### src/rtl/control_pkg.sv
// control_pkg
//   Shared constants for the RV32I main control decoder: the nine base
//   opcodes that the core executes, the bit position of every strobe on
//   the 11-bit control bus, and the all-zero NOP bus value.
//   Configuration macro: none used here (see control_decoder for
//   CONTROL_REG_OUT_EN).
package control_pkg;

  localparam int CTL_W = 11;

  // Base RV32I opcodes, instruction[6:0]
  localparam logic [6:0] OPC_JAL    = 7'b1101111;
  localparam logic [6:0] OPC_JALR   = 7'b1100111;
  localparam logic [6:0] OPC_LUI    = 7'b0110111;
  localparam logic [6:0] OPC_AUIPC  = 7'b0010111;
  localparam logic [6:0] OPC_BRANCH = 7'b1100011;
  localparam logic [6:0] OPC_STORE  = 7'b0100011;
  localparam logic [6:0] OPC_LOAD   = 7'b0000011;
  localparam logic [6:0] OPC_OP_IMM = 7'b0010011;
  localparam logic [6:0] OPC_OP     = 7'b0110011;

  // Strobe positions on the control bus, MSB first
  localparam int CTL_REG_WRITE  = 10;
  localparam int CTL_MEM_WR     = 9;
  localparam int CTL_MEM_RD     = 8;
  localparam int CTL_BRANCH     = 7;
  localparam int CTL_MEM_TO_REG = 6;
  localparam int CTL_JAL        = 5;
  localparam int CTL_IMM_TO_REG = 4;
  localparam int CTL_ALU_SRC_A  = 3;
  localparam int CTL_ALU_SRC_B  = 2;
  localparam int CTL_PC_TO_REG  = 1;
  localparam int CTL_CMP_BRANCH = 0;

  // No write, no memory access, no control transfer
  localparam logic [CTL_W-1:0] CTL_NOP = 11'b0;

endpackage

### src/rtl/control_decode_rom.sv
// control_decode_rom
//   Purely combinational opcode -> control bus lookup.
//   Ports:
//     opcode_w_i   in   7  instruction[6:0]
//     ctl_bus_w_o  out 11  {reg_write, mem_wr, mem_rd, branch, mem_to_reg,
//                           jal, imm_to_reg, alu_src_a, alu_src_b,
//                           pc_to_reg, cmp_branch}
//     illegal_w_o  out  1  opcode is not one of the nine supported ones
//   Configuration macro: none.
module control_decode_rom
  import control_pkg::*;
(
  input  logic [6:0]       opcode_w_i,
  output logic [CTL_W-1:0] ctl_bus_w_o,
  output logic             illegal_w_o
);

  // Exact match on all seven bits. A plain case uses identity matching, so
  // an opcode carrying X/Z bits in simulation falls through to the default
  // and is reported as illegal with a NOP bus.
  always_comb begin
    ctl_bus_w_o = CTL_NOP;
    illegal_w_o = 1'b0;
    case (opcode_w_i)
      OPC_JAL:    ctl_bus_w_o = 11'b100_1010_1110;
      OPC_JALR:   ctl_bus_w_o = 11'b100_1010_1110;
      OPC_LUI:    ctl_bus_w_o = 11'b100_0001_0000;
      OPC_AUIPC:  ctl_bus_w_o = 11'b100_0000_1100;
      OPC_BRANCH: ctl_bus_w_o = 11'b000_1000_1101;
      OPC_STORE:  ctl_bus_w_o = 11'b010_0000_0000;
      OPC_LOAD:   ctl_bus_w_o = 11'b101_0100_0100;
      OPC_OP_IMM: ctl_bus_w_o = 11'b100_0000_0100;
      OPC_OP:     ctl_bus_w_o = 11'b100_0000_0000;
      default: begin
        ctl_bus_w_o = CTL_NOP;
        illegal_w_o = 1'b1;
      end
    endcase
  end

endmodule

### src/rtl/control_decoder.sv
// control_decoder
//   Main control decoder of the RV32I single-issue core. Turns the opcode
//   into the datapath control strobes and flags illegal opcodes, keeping a
//   sticky copy of the illegal flag for the trap/debug logic.
//   Ports:
//     clk_w_i               in  1  core clock, rising edge
//     rst_w_i_h             in  1  asynchronous active-high reset
//     opcode_w_i            in  7  instruction[6:0]
//     reg_write_w_o_h       out 1  write rd
//     mem_wr_w_o_h          out 1  data memory write
//     mem_rd_w_o_h          out 1  data memory read
//     branch_w_o_h          out 1  control transfer (B, JAL, JALR)
//     mem_to_reg_w_o_h      out 1  writeback = load data
//     jal_w_o_h             out 1  unconditional jump
//     imm_to_reg_w_o_h      out 1  writeback = U-immediate
//     alu_src_a_w_o         out 1  ALU A: 1=PC, 0=rs1
//     alu_src_b_w_o         out 1  ALU B: 1=imm, 0=rs2
//     pc_to_reg_w_o         out 1  writeback = PC+4
//     cmp_branch_w_o_h      out 1  conditional branch
//     illegal_w_o_h         out 1  unsupported opcode
//     illegal_sticky_w_o_h  out 1  illegal seen since reset
//   Configuration macro: CONTROL_REG_OUT_EN registers the strobes and the
//   illegal flag (one cycle latency, reset to NOP). Undefined: combinational.
module control_decoder
  import control_pkg::*;
(
  input  logic       clk_w_i,
  input  logic       rst_w_i_h,
  input  logic [6:0] opcode_w_i,
  output logic       reg_write_w_o_h,
  output logic       mem_wr_w_o_h,
  output logic       mem_rd_w_o_h,
  output logic       branch_w_o_h,
  output logic       mem_to_reg_w_o_h,
  output logic       jal_w_o_h,
  output logic       imm_to_reg_w_o_h,
  output logic       alu_src_a_w_o,
  output logic       alu_src_b_w_o,
  output logic       pc_to_reg_w_o,
  output logic       cmp_branch_w_o_h,
  output logic       illegal_w_o_h,
  output logic       illegal_sticky_w_o_h
);

  logic [CTL_W-1:0] rom_bus;
  logic             rom_illegal;
  logic [CTL_W-1:0] out_bus;
  logic             out_illegal;

  control_decode_rom u_rom (
    .opcode_w_i  (opcode_w_i),
    .ctl_bus_w_o (rom_bus),
    .illegal_w_o (rom_illegal)
  );

`ifdef CONTROL_REG_OUT_EN
  // Output stage: reset parks the datapath on a NOP so nothing is written
  // or transferred while the core comes out of reset.
  always_ff @(posedge clk_w_i or posedge rst_w_i_h) begin
    if (rst_w_i_h) begin
      out_bus     <= CTL_NOP;
      out_illegal <= 1'b0;
    end else begin
      out_bus     <= rom_bus;
      out_illegal <= rom_illegal;
    end
  end
`else
  assign out_bus     = rom_bus;
  assign out_illegal = rom_illegal;
`endif

  // Sticky flag follows whatever illegal flag the core actually sees, so in
  // the registered build it lags the opcode by one extra cycle.
  always_ff @(posedge clk_w_i or posedge rst_w_i_h) begin
    if (rst_w_i_h) begin
      illegal_sticky_w_o_h <= 1'b0;
    end else if (out_illegal) begin
      illegal_sticky_w_o_h <= 1'b1;
    end
  end

  assign reg_write_w_o_h  = out_bus[CTL_REG_WRITE];
  assign mem_wr_w_o_h     = out_bus[CTL_MEM_WR];
  assign mem_rd_w_o_h     = out_bus[CTL_MEM_RD];
  assign branch_w_o_h     = out_bus[CTL_BRANCH];
  assign mem_to_reg_w_o_h = out_bus[CTL_MEM_TO_REG];
  assign jal_w_o_h        = out_bus[CTL_JAL];
  assign imm_to_reg_w_o_h = out_bus[CTL_IMM_TO_REG];
  assign alu_src_a_w_o    = out_bus[CTL_ALU_SRC_A];
  assign alu_src_b_w_o    = out_bus[CTL_ALU_SRC_B];
  assign pc_to_reg_w_o    = out_bus[CTL_PC_TO_REG];
  assign cmp_branch_w_o_h = out_bus[CTL_CMP_BRANCH];
  assign illegal_w_o_h    = out_illegal;

endmodule

### config.mk
export PLATFORM = sky130hd
export DESIGN_NAME = control_decoder
export DESIGN_NICKNAME = d
export VERILOG_FILES = /design/src/rtl/control_pkg.sv /design/src/rtl/control_decode_rom.sv /design/src/rtl/control_decoder.sv
export SDC_FILE = /design/constraint.sdc
export NUM_CORES = 1
export LEC_CHECK = 0
export CAP_MARGIN = 10
export CORE_AREA = 2 2 39 41
export CTS_CLUSTER_DIAMETER = 200
export DETAILED_ROUTE_END_ITERATION = 8
export DIE_AREA = 0 0 41 43
export GPL_TIMING_DRIVEN = 0
export PLACE_DENSITY = 0.62
export SLEW_MARGIN = 25
export SYNTH_ARGS = -nofsm -noshare
export SYNTH_HDL_FRONTEND = slang
export SYNTH_SLANG_ARGS = --single-unit
### constraint.sdc
create_clock -name clk_w_i -period 1.1 [get_ports clk_w_i]
set_input_delay 0.11 -clock clk_w_i [delete_from_list [all_inputs] [get_ports clk_w_i]]
set_output_delay 0.11 -clock clk_w_i [all_outputs]
set_load 0.005 [all_outputs]
==> out/qor.csv <==
metric;value;unit
status;complete, but fails checks;
violations;negative setup slack;
die_x;41;um
drive_gt1_share;70.3;%
seq_area_frac_synth;11.0;%
synthSimpleGateAreaFrac;55.2;%
synthMuxAreaShare;0;%
fin_crit_sh;107;%
viasPerCell;4.35;
r2r_start;illegal_sticky_w_o_h$_DFFE_PP0N_;
syn2layout_area_growth;150;%
drc_errors;0;
pwr_density_cell;318;nW/um^2
synth_common_cells;nor2_1, a21oi_1, buf_4, nand3_1, or3_1;
fin_worst_skew;0;ns
yosysMostFrequentCell;nor2_1;
num_antenna_cells;0;
gr-usage-all-layers;10.3;%
drtAntennaViolNets;0;
grt_pass1_vias;322;
worstMarginPinSlew;0.276;ns
dp_hpwl;533;um
reg2reg_depth;1;
hold_viol;0;
rsz0062_at_grt;true;
r2r_slack;0.47;ns
initial_utilization;16.4;%
ios;22;
floorplan.die.height;43;um
worstReg2RegEnd;illegal_sticky_w_o_h$_DFFE_PP0N_;
syn_avg_cell_area;6.47;um^2
gr-total-overflow;0;
syn_inst;35;
ys_warn_count;0;
synth_top_area_cell;dfrtp_1;
start_kind;input pin;
synth_edf_count;0;
synth_ff_type;dfrtp_1;
setup_tns;-0.143;ns
grt_pass1_wl;1360;um
synth-compound-area-share;18.8;%
path_clk_slew;0;ns
path_cells;buf_8 -> nand2b_4 -> or3_4 -> buf_6 -> nor3_4 -> buf_2;
maxSlewViolCount;0;
async_reset_ff_share;100;%
p_total;180;uW
crit_type;in -> out;
min_period;1.17;ns
finish.utilization;40.9;%
maxCapViolCount;0;
grt_max_degree;11;
core;1380;um^2
syn_area;226;um^2
crit_family;simple AND/OR/NAND/NOR gates;
worstPathRequired;0.99;ns
hold_path.class;in -> async;
relSlewSlack;81.6;%
ys_seq_elements;1;
p_leak;0.262;nW
fin_ws;-0.0727;ns
dr.first_iter.drc_count;0;
wire_per_inst;11.8;um
wirelength;946;um
setup_viol;5;
synthTopCellsByArea;dfrtp_1, buf_4, nor2_1, or3_1, a21oi_1;
synth_top_family_by_area;simple AND/OR/NAND/NOR gates;
crit_fanout;5;
vias;348;
top_regs;illegal_sticky_w_o_h (1);
slowest_delay;0.36;ns
fmax;853;MHz
num-nets-final;75;
synth_top_area_share;11.0;%
ir_drop;0.000190;V
portBuffers;20;
syn_nets;44;
cp-end-kind;primary output;
critPathBufInv;3;
top_register;illegal_sticky_w_o_h;
num_rows;14;
dr.pass1.iters;1;
crit_arrival;1.06;ns
synth_adder_area_share;0;%
die-area;1760;um^2
largest_register_ffs;1;
slowest_stage;or3_4;
synth_xor_area_share;0;%
clock_latency;0;ns
globalplace.congestion;0.774;
ctsHoldBuffers;0;
antenna_found_initial;0;
synth_cell_types;19;
## per-layer routing
metal | share of wire, % | track usage, %
met2 | 54 | 18.4
met5 | 0 | 0
met1 | 40 | 13.4
met4 | 0 | 0
met3 | 5.7 | 1.05
## kinds of logic after synthesis
kind of cell           Yosys count
and+or+nand+nor                 22
buffers and inverters            6
DFF                              1
AOI/OAI and AO/OA                6
## worst max-delay path by stage
stage	from	to	slack (ns)	depth (start not counted)
3_3_place_gp	opcode_w_i[4]	pc_to_reg_w_o	-0.92	6
3_5_place_dp	opcode_w_i[5]	pc_to_reg_w_o	-0.92	6
4_1_cts	opcode_w_i[4]	pc_to_reg_w_o	-0.15	6
6_report	opcode_w_i[4]	cmp_branch_w_o_h	-0.07	6
2_1_floorplan	opcode_w_i[1]	pc_to_reg_w_o	0.09	4
5_1_grt	opcode_w_i[4]	cmp_branch_w_o_h	-0.12	6
## power breakdown
group,total [mW],internal [mW],leakage (nW),switching [mW]
logic,0.143,0.0744,0.253,0.0681
registers,0.0375,0.0375,0.00875,0
clock network,0,0,0,0
## cells in the final DEF, fill, tap and decap left out, drive strengths merged
cell type / count
a21oi: 3
o21ai: 1
nor2: 6
and3b: 1
nor2b: 1
nor3: 3
dfrtp: 1
dlygate4sd2: 1
a2111oi: 1
or3: 3
buf: 26
clkdlybuf4s50: 2
nand3: 3
nand2: 2
clkbuf: 3
o21bai: 1
inv: 3
nor4: 1
nand2b: 2
## timing repair
action | in CTS | in global routing
pin swaps | 12 | 6
endpoints found under the setup margin | 13 | 11
gates resized for setup | 84 | 17
setup buffers | 8 | 2
## stage by stage
stage	cell area [um^2]	hold WS, ns	setup WS, ns	cells
CTS	558	0.252	-0.154	78
floorplan	226	-0.161	0.0935	35
global route	566	0.294	-0.123	80
global placement	447	0.249	-0.922	71
detailed placement	447	0.252	-0.917	71
finish	566	0.250	-0.0727	80
## cell type report
type                       instances  area, um^2
buffer                             2        26.3
fill                             152         818
inverter                           3        13.8
multi-input combinational         28         253
sequential                         1        25.0
tap                               16        20.0
timing repair buffer              30         228
(Power assumes the default switching activity.)
